--- src/rtl/keypad_scan_module.sv ---
`default_nettype none
// ============================================================================
// Module      : keypad_scan_module
// Description : 4x4 matrix keypad scanner with whole-frame debounce and a
//               one-cycle strobe for each confirmed key press.
// Revision    : 1.0 - initial release
// ============================================================================
module keypad_scan_module #(
  parameter int SCAN_DIV       = 200,
  parameter int DEBOUNCE_SCANS = 4
) (
  input  logic       CLK,
  input  logic       RSTn,
  input  logic [3:0] Row_In,
  output logic [3:0] Col_Out,
  output logic [3:0] Key_Code,
  output logic       Key_Valid,
  output logic       Key_Held
);

  localparam logic [15:0] c_DIV_LAST = 16'(SCAN_DIV - 1);
  localparam logic [3:0]  c_DB       = 4'(DEBOUNCE_SCANS);

  typedef enum logic [1:0] {
    S_IDLE     = 2'd0,
    S_DEBOUNCE = 2'd1,
    S_PRESSED  = 2'd2,
    S_RELEASE  = 2'd3
  } state_t;

  logic [3:0]  r_row_meta;
  logic [3:0]  r_row_sync;
  logic [15:0] r_div;
  logic [1:0]  r_col_idx;
  logic [1:0]  r_acc_cnt;
  logic [3:0]  r_acc_key;
  state_t      r_state;
  logic [3:0]  r_cnt;
  logic [3:0]  r_cand;

  logic        w_tick;
  logic        w_frame_end;
  logic [3:0]  w_low;
  logic [2:0]  w_samp_cnt;
  logic [1:0]  w_samp_row;
  logic [2:0]  w_sum;
  logic [1:0]  w_fr_cnt;
  logic [3:0]  w_fr_key;
  logic        w_none;
  logic        w_single;
  state_t      w_state_nxt;
  logic [3:0]  w_cnt_nxt;
  logic [3:0]  w_cand_nxt;
  logic        w_confirm;
  logic        w_release;

  always_ff @(posedge CLK or negedge RSTn) begin
    if (!RSTn) begin
      r_row_meta <= 4'hF;
      r_row_sync <= 4'hF;
    end else begin
      r_row_meta <= Row_In;
      r_row_sync <= r_row_meta;
    end
  end

  assign w_tick      = (r_div == c_DIV_LAST);
  assign w_frame_end = w_tick && (r_col_idx == 2'd3);

  always_ff @(posedge CLK or negedge RSTn) begin
    if (!RSTn) begin
      r_div     <= '0;
      r_col_idx <= 2'd0;
      Col_Out   <= 4'b1110;
    end else begin
      r_div <= w_tick ? '0 : r_div + 16'd1;
      if (w_tick) begin
        r_col_idx <= r_col_idx + 2'd1;
        Col_Out   <= {Col_Out[2:0], Col_Out[3]};
      end
    end
  end

  // Per-column sample: how many rows are low and which one (valid when exactly one)
  assign w_low = ~r_row_sync;

  always_comb begin
    w_samp_cnt = 3'd0;
    w_samp_row = 2'd0;
    for (int i = 0; i < 4; i++) begin
      if (w_low[i]) begin
        w_samp_cnt = w_samp_cnt + 3'd1;
        w_samp_row = 2'(i);
      end
    end
  end

  assign w_sum    = {1'b0, r_acc_cnt} + w_samp_cnt;
  assign w_fr_cnt = (w_sum >= 3'd2) ? 2'd2 : w_sum[1:0];
  assign w_fr_key = (r_acc_cnt == 2'd0) ? {r_col_idx, w_samp_row} : r_acc_key;
  assign w_none   = (w_fr_cnt == 2'd0);
  assign w_single = (w_fr_cnt == 2'd1);

  always_ff @(posedge CLK or negedge RSTn) begin
    if (!RSTn) begin
      r_acc_cnt <= 2'd0;
      r_acc_key <= 4'd0;
    end else if (w_tick) begin
      if (r_col_idx == 2'd3) begin
        r_acc_cnt <= 2'd0;
        r_acc_key <= 4'd0;
      end else begin
        r_acc_cnt <= w_fr_cnt;
        r_acc_key <= w_fr_key;
      end
    end
  end

  // Debounce FSM advances only on the frame-end tick, using the completed frame
  always_comb begin
    w_state_nxt = r_state;
    w_cnt_nxt   = r_cnt;
    w_cand_nxt  = r_cand;
    w_confirm   = 1'b0;
    w_release   = 1'b0;
    if (w_frame_end) begin
      case (r_state)
        S_IDLE: begin
          if (w_single) begin
            w_cand_nxt = w_fr_key;
            if (c_DB == 4'd1) begin
              w_confirm   = 1'b1;
              w_state_nxt = S_PRESSED;
              w_cnt_nxt   = 4'd0;
            end else begin
              w_state_nxt = S_DEBOUNCE;
              w_cnt_nxt   = 4'd1;
            end
          end
        end
        S_DEBOUNCE: begin
          if (w_single && (w_fr_key == r_cand)) begin
            if (r_cnt + 4'd1 >= c_DB) begin
              w_confirm   = 1'b1;
              w_state_nxt = S_PRESSED;
              w_cnt_nxt   = 4'd0;
            end else begin
              w_cnt_nxt = r_cnt + 4'd1;
            end
          end else begin
            w_state_nxt = S_IDLE;
            w_cnt_nxt   = 4'd0;
          end
        end
        S_PRESSED: begin
          if (w_none) begin
            if (c_DB == 4'd1) begin
              w_release   = 1'b1;
              w_state_nxt = S_IDLE;
              w_cnt_nxt   = 4'd0;
            end else begin
              w_state_nxt = S_RELEASE;
              w_cnt_nxt   = 4'd1;
            end
          end
        end
        S_RELEASE: begin
          if (w_none) begin
            if (r_cnt + 4'd1 >= c_DB) begin
              w_release   = 1'b1;
              w_state_nxt = S_IDLE;
              w_cnt_nxt   = 4'd0;
            end else begin
              w_cnt_nxt = r_cnt + 4'd1;
            end
          end else begin
            w_state_nxt = S_PRESSED;
            w_cnt_nxt   = 4'd0;
          end
        end
        default: begin
          w_state_nxt = S_IDLE;
          w_cnt_nxt   = 4'd0;
        end
      endcase
    end
  end

  always_ff @(posedge CLK or negedge RSTn) begin
    if (!RSTn) begin
      r_state   <= S_IDLE;
      r_cnt     <= 4'd0;
      r_cand    <= 4'd0;
      Key_Code  <= 4'd0;
      Key_Valid <= 1'b0;
      Key_Held  <= 1'b0;
    end else begin
      r_state   <= w_state_nxt;
      r_cnt     <= w_cnt_nxt;
      r_cand    <= w_cand_nxt;
      Key_Valid <= w_confirm;
      if (w_confirm) begin
        Key_Code <= w_cand_nxt;
        Key_Held <= 1'b1;
      end else if (w_release) begin
        Key_Held <= 1'b0;
      end
    end
  end

endmodule
`default_nettype wire

--- config.mk ---
export PLATFORM = sky130hd
export DESIGN_NAME = keypad_scan_module
export DESIGN_NICKNAME = d
export VERILOG_FILES = /design/src/rtl/keypad_scan_module.sv
export SDC_FILE = /design/constraint.sdc
export NUM_CORES = 1
export LEC_CHECK = 0
export CAP_MARGIN = 0
export CORE_MARGIN = 1
export CORE_UTILIZATION = 25
export DETAILED_ROUTE_END_ITERATION = 8
export HOLD_SLACK_MARGIN = 0.15
export RECOVER_POWER = 100
export SLEW_MARGIN = 40
export SYNTH_ARGS = -nofsm -noshare
export SYNTH_HDL_FRONTEND = slang
export SYNTH_SLANG_ARGS = --single-unit
--- constraint.sdc ---
create_clock -name CLK -period 3.5 [get_ports CLK]
set_clock_uncertainty 0.1 [all_clocks]
set_input_delay 0.7 -clock CLK [delete_from_list [all_inputs] [get_ports CLK]]
set_output_delay 0.7 -clock CLK [all_outputs]
set_load 0.03 [all_outputs]
==> reports/qor.csv, run 1 <==
metric,value,unit
outcome,completed,
"Cell Area, Synth",2440,µm²
gr ovfl total,0,
setup TNS,0,ns
# fillers,980,
die area,10200,µm²
clock root buffer,clkbuf_8,
"top cells by area, synth","dfrtp_1 42%, dfstp_2 12%, xnor2_1 5.0%, nand2_1 4.8%, mux2_2 4.1%",
Pwr Density,363,nW/µm²
drt via density,4.30,
Synth Area in Simple Gates,18.9,%
Compound-Gate Fraction of Synth Area,6.96,%
Design Power,1.07,mW
Final setup viols,0,
buffer and inverter count on the worst path,1,
Clock Path Buffers,2,
core area,9370,µm²
Min-Delay Endpoint,r_row_sync[3]$_DFF_PN1_,
Yosys cell types,44,
CP Max Fanout,3,
MaxCap Viol Count,0,
Synth Flop Type,dfrtp_1,
final hold viol count,0,
layout cell share with drive strength beyond 1,17.9,%
WP data required,3.59,ns
Tcrit/Tclk final,96.2,%
maximum clock frequency,0.297,GHz
clk slew on worst S/H paths,0.09,ns
VDD IR max,0.000158,V
drt drc,0,
number of global-route vias before repair,1615,
CTS Buf Count,5,
Worst Min Path Start,r_row_meta[3]$_DFF_PN1_,
measured slew at the worst slew-check pin,1.03,ns
most frequent CP cell,mux2_4,
latest clock arrival within the worst-skew pair,0.30,ns
Min Hold Slack,0.260,ns
"Cell Chain, Critical Path",inv_1 > ha_4 > xnor2_4 > ha_1 > mux2_4 > fa_2 > xnor3_1 > nand2_2 > nor4_4 > mux2_4 > mux2_2,
RSZ-0062 raised after global routing,false,
Worst EP arrival,3.45,ns
flop2flop setup slack,0.13,ns
antenna violations before repair,0,
max-slew violations,0,
Top delay family on crit path,adder cells,
die span in x,101,µm
mux share of post-synthesis cell area,4.96,%
critical path endpoint category,flop,
ANT nets after route,0,
setup slack after layout,0.132,ns
Initial DRC Count,65,
dpl cell area,2820,µm²
Post-Synth Adder-Cell Area,4.40,%
ant diodes,0,
post-place setup slack,0.0104,ns
GP Congestion,0.779,
Post-Syn Instances,218,
largest family of logic cells by synthesized area,simple AND/OR/NAND/NOR gates,
#FFs+latches synth,52,
hpwl dp,3180,µm
I/O Buffers,15,
TritonCTS clock tree,yes,
"Area growth, synth to finish",19.9,%
Post-Syn Area per Cell,11.2,µm²
Core Rows,35,
first-pass GRT wire length,7510,µm
sequential share of the synthesized area,53.8,%
CTS H-tree lvls,2,
hold buffers post-CTS,0,
DR pass1 iterations,5,
Final Critical Period,3.37,ns
Reg2Reg Depth,11,
Critical R2R Capture,Key_Code[3]$_DFFE_PN0P_,
hold path depth,0,
R2R Path Start,r_row_sync[1]$_DFF_PN1_,
Crit Path Category,reg2reg,
CP max stage cell,dfstp_2,
total clock sinks,52,
Post-synth EDFFs,0,
post-layout instance area,2930,µm²
routed length per instance,11.6,µm
Synth Area in XOR/XNOR,8.80,%
Die Y,101,µm
I/O pins,16,
Ys Warns,0,
number of nets in the layout,259,
Post-Syn Nets,232,
"FFs w/ async S/R, synth",100,%
All-Layer GR Usage,9.40,%
detailed-route via count,1612,
final WL,4330,µm
Slew HR,31.1,%
Hold Path Class,reg2reg,
leak pwr,1.34,nW
largest net degree at the start of global routing,20,
Max stage delay on crit path,0.54,ns
Initial Util,26.1,%
"area leader, netlist",dfrtp_1,
share of the synthesized area in the top cell type,42.0,%
Startpoint Class,flop,
-- cells by family after synthesis --
kind of cell    count (synthesis)
simple gates                   86
xor+xnor                       23
compound gates                 24
flops                          52
fa+ha+maj                       8
buf+inv                        14
mux                            11
-- worst max-delay path by stage --
| stage | depth (start not counted) | end | slack (ns) | start |
|---|---|---|---|---|
| after global placement | 11 | Key_Code[2]$_DFFE_PN0P_ | 0.05 | r_row_sync[0]$_DFF_PN1_ |
| after floorplan | 11 | Key_Code[2]$_DFFE_PN0P_ | 0.08 | r_row_sync[0]$_DFF_PN1_ |
| after CTS | 11 | Key_Code[2]$_DFFE_PN0P_ | 0.09 | r_row_sync[0]$_DFF_PN1_ |
| after global routing | 11 | Key_Code[2]$_DFFE_PN0P_ | 0.002 | r_row_sync[1]$_DFF_PN1_ |
| final | 11 | Key_Code[3]$_DFFE_PN0P_ | 0.13 | r_row_sync[1]$_DFF_PN1_ |
| after detailed placement | 11 | Key_Code[2]$_DFFE_PN0P_ | 0.01 | r_row_sync[0]$_DFF_PN1_ |
-- Yosys cell counts, types with 2 or more instances --
master	count
nor2b_1	3
a2111oi_0	2
mux2_2	9
mux2i_1	2
a31oi_1	4
dfrtp_1	41
ha_1	7
inv_1	12
and2_1	3
nor2_1	14
nand2b_1	2
or2_2	2
nand2_1	31
clkbuf_1	2
nand4_1	4
xnor2_1	14
nand3_1	11
dfstp_2	11
a21oi_1	2
o21ai_0	5
o31ai_1	4
xor2_1	8
and3_1	4
-- what timing repair did --
item                                    4_1_cts  5_1_grt
pin swaps                                     1        5
gates resized for setup                       0        4
buffers inserted                              0        1
endpoints found under the setup margin        2        4
-- worst register-to-register path, cell delays in order, from the launching register on --
cell and delay, ns:
dfstp_2 0.54, inv_1 0.06, ha_4 0.26, xnor2_4 0.13, ha_1 0.27, mux2_4 0.27
fa_2 0.34, xnor3_1 0.27, nand2_2 0.09, nor4_4 0.33, mux2_4 0.34, mux2_2 0.25
-- flip-flops by register name (all words and copies together), names as in the netlist, 2 cells and up --
name,count
Col_Out,4
Key_Code,4
r_acc_cnt,2
r_acc_key,4
r_cand,4
r_cnt,4
r_col_idx,2
r_div,16
r_row_meta,4
r_row_sync,4
r_state,2
-- metal layers --
layer  global-route usage (%)  routed length, µm  up-vias
li1                         -                  -      804
met1                     11.3               2070      793
met2                     16.5               2150       12
met3                     2.29                 90        3
met4                     2.90                 27        0
met5                        0                  0        -
-- per-stage QoR --
stage / utilization, % / instances
2_1_floorplan: - / 218
3_3_place_gp: 30.1 / 366
3_5_place_dp: 30.1 / 366
4_1_cts: 31.2 / 374
5_1_grt: 31.3 / 375
6_report: 31.3 / 375
-- cells in the final DEF, fill, tap and decap left out, types with 3 or more instances in the layout --
| cell type | instances |
|---|---|
| a31oi_1 | 4 |
| and3_1 | 4 |
| buf_4 | 3 |
| clkbuf_1 | 6 |
| clkbuf_8 | 5 |
| dfrtp_1 | 41 |
| dfstp_2 | 11 |
| dlygate4sd3_1 | 14 |
| ha_1 | 6 |
| inv_1 | 12 |
| mux2_2 | 6 |
| mux2_4 | 3 |
| nand2_1 | 30 |
| nand3_1 | 11 |
| nand4_1 | 4 |
| nor2_1 | 14 |
| nor2b_1 | 3 |
| o21ai_0 | 5 |
| o31ai_1 | 4 |
| xnor2_1 | 13 |
| xor2_1 | 8 |
-- final cells by class --
type	count	area, µm²	area share (%)
Multi-Input combinational cell	152	1130	38.4
Tap cell	129	161	5.51
Inverter	12	45.0	1.54
Clock buffer	7	97.6	3.33
Sequential cell	52	1320	44.9
Timing Repair Buffer	22	181	6.19
Clock inverter	1	5.00	0.171
-- where the power goes --
part	internal (mW)	switching (mW)	total, mW
sequential	0.609	0.00387	0.613
combinational	0.0360	0.0475	0.0835
clock	0.184	0.186	0.369
Note: power is estimated with default switching activity, not from simulation.
==> inputs of run 2 (changes only) <==
Settings changed: CORE_ASPECT_RATIO set to 0.9.
==> run 2 against run 1 <==
Effect of this change: worst setup slack worse by 0.023 ns; largest power group unchanged; clock power hardly changed; critical path type unchanged; clock-buffer cell count is 1 lower; largest cell class unchanged; non-clock buffer count stayed put; final cell count is 1.9% lower; the run now ends with max-capacitance violations, max-slew violations left; highest routed layer unchanged.
==> reports/qor.csv, run 2 (synthesized netlist as in run 1, its figures left out) <==
metric,value,unit,change
Internal,808,µW,-2.5%
Comb power frac,8.1,%,+0.3 points
outcome,"complete, but fails checks",,
Sw Pwr,258,µW,+8.8%
maximum clock frequency,0.295,GHz,-0.68%
most frequent CP cell,mux2_4,,
Hold Path Class,reg2reg,,
Final Critical Period,3.39,ns,+0.0230 ns
gr ovfl total,0,,unchanged
Final setup viols,0,,unchanged
Tcrit/Tclk final,96.9,%,+0.66 points
CP max stage cell,dfstp_2,,
TritonCTS clock tree,yes,,
DR pass1 iterations,4,,-1
drt via density,4.45,,+3.4%
Sequential Power Share,57.6,%,about the same
Die Y,95.8,µm,-5.0%
Initial DRC Count,77,,+18%
Sequential Area,1320,µm²,unchanged
Pwr Density,361,nW/µm²,-0.56%
routed length per instance,12.2,µm,+5.7%
CTS H-tree lvls,2,,unchanged
drt drc,0,,unchanged
die span in x,106,µm,+5.3%
All-Layer GR Usage,10.2,%,+0.84 points
I/O Buffers,15,,unchanged
layout cell share with drive strength beyond 1,20.7,%,+2.8 points
detailed-route via count,1636,,+1.5%
total clock sinks,52,,unchanged
Slew HR,-4.03,%,-35 points
I/O pins,16,,unchanged
Clock Path Buffers,2,,unchanged
most frequent cells in the layout,"41 x dfrtp_1, 30 x nand2_1, 14 x nor2_1",,
ant diodes,0,,unchanged
switching share of power,24.2,%,+1.9 points
"Area growth, synth to finish",20.6,%,
Core Rows,33,,-5.7%
max reg flops,16,,unchanged
Worst EP arrival,3.50,ns,+0.05 ns
WP data required,3.61,ns,+0.02 ns
"most common cell after layout, fill and taps aside",dfrtp_1,,
number of global-route vias before repair,1616,,+0.062%
# fillers,950,,-3.1%
latest clock arrival within the worst-skew pair,0.32,ns,+0.02 ns
Min Hold Slack,0.259,ns,-0.00112 ns
Largest Register,r_div,,
MaxCap Viol Count,1,,+1
VDD IR max,0.000146,V,-7.9%
post-layout instance area,2950,µm²,+0.55%
RSZ-0062 raised after global routing,true,,
final WL,4490,µm,+3.7%
GP Congestion,0.797,,+2.3%
clk slew on worst S/H paths,0.10,ns,about the same
die area,10200,µm²,about the same
CP Max Fanout,3,,unchanged
Startpoint Class,flop,,
critical path endpoint category,flop,,
"Cell Chain, Critical Path",inv_2 > ha_4 > xnor2_4 > ha_1 > mux2_4 > fa_2 > xnor3_1 > nand2_2 > nor4_4 > mux2_4 > mux2_2,,
largest net degree at the start of global routing,31,,+55%
measured slew at the worst slew-check pin,1.56,ns,+0.527 ns
ANT nets after route,0,,unchanged
final hold viol count,0,,unchanged
core area,9290,µm²,-0.87%
failing checks,"max-capacitance violations, max-slew violations",,
Max stage delay on crit path,0.56,ns,+0.02 ns
number of nets in the layout,259,,unchanged
clock power share,34.3,%,-0.3 points
CTS Buf Count,5,,unchanged
leak pwr,1.35,nW,+0.76%
antenna violations before repair,0,,unchanged
first-pass GRT wire length,7970,µm,+6.1%
max-slew violations,31,,+31
clock root buffer,clkbuf_8,,
Crit Path Category,reg2reg,,
Initial Util,26.3,%,+0.23 points
area of the multi-input gates,1150,µm²,+2.0%
dpl cell area,2800,µm²,-0.58%
hpwl dp,3110,µm,-2.2%
run 2: changes by cell type in the layout (fill, tap and decap cells not counted), sizes merged:
cell,before,now
clkbuf,12,9
clkinv,1,0
dlygate4sd3,14,13
clkdlybuf4s50,0,1
clkinvlp,0,2
buf,3,5
run 2: per-layer routing:
| layer | GRT usage (%) | up-vias | share of wire (%) |
|---|---|---|---|
| met4 | 3.47 | 0 | 1.2 |
| met2 | 14.6 | 17 | 42 |
| met5 | 0 | - | 0 |
| met3 | 3.45 | 5 | 3.5 |
| li1 | - | 803 | - |
| met1 | 14.4 | 811 | 53 |
run 2: final timing paths:
check	from	to	slack [ns]	cells past startpoint
hold / removal	r_row_meta[1]$_DFF_PN1_	r_row_sync[1]$_DFF_PN1_	0.26	0
min in group asynchronous	RSTn	Key_Code[1]$_DFFE_PN0P_	0.66	1
hold reg to reg	r_row_meta[1]$_DFF_PN1_	r_row_sync[1]$_DFF_PN1_	0.26	0
max in group asynchronous	RSTn	r_div[15]$_DFF_PN0_	0.81	2
setup reg to reg	r_row_sync[1]$_DFF_PN1_	Key_Code[3]$_DFFE_PN0P_	0.11	11
setup / recovery	r_row_sync[1]$_DFF_PN1_	Key_Code[3]$_DFFE_PN0P_	0.11	11
run 2: area by class of cell:
cell class | count | area share [%]
sequential | 52 | 44.6
multi-input combinational | 152 | 39.0
timing repair buffer | 22 | 6.41
tap | 122 | 5.18
clock buffer | 6 | 2.80
inverter | 12 | 1.53
clock inverter | 2 | 0.509
run 2: worst max-delay path, delay by kind of cell (launching register included):
family | cells | cell delay (ns)
multiplexers | 3 | 0.87
flip-flops | 1 | 0.56
AND/OR/NAND/NOR | 2 | 0.47
adder cells (fa/ha/maj) | 3 | 0.86
XOR/XNOR | 2 | 0.39
buffers and inverters | 1 | 0.05
run 2: stage by stage:
stage / setup TNS (ns) / setup slack, ns / std cells / utilization (%) / power (mW)
floorplan: 0 / 0.0760 / 218 / - / 0.672
global placement: 0 / 0.0474 / 358 / 30.2 / 0.703
detailed placement: -0.0160 / -0.00815 / 358 / 30.2 / 0.703
CTS: 0 / 0.0411 / 366 / 31.2 / 1.07
global route: -0.0632 / -0.0327 / 368 / 31.7 / 1.11
finish: 0 / 0.109 / 368 / 31.7 / 1.07
run 2: repair_timing:
action | in CTS | in global routing
pin swaps | 1 | 6
gates resized for setup | 0 | 13
setup endpoints to repair | 2 | 4
hold buffers | 0 | 0
buffers inserted | 0 | 2
run 2: power groups by stage:
| stage | Sequential [mW] | Combinational (mW) | Clock [mW] |
|---|---|---|---|
| CTS | 0.613 | 0.0790 | 0.381 |
| finish | 0.614 | 0.0860 | 0.366 |
| floorplan | 0.623 | 0.0486 | 0 |
| global placement | 0.624 | 0.0790 | 0 |
| global route | 0.615 | 0.0975 | 0.402 |
| detailed placement | 0.624 | 0.0787 | 0 |
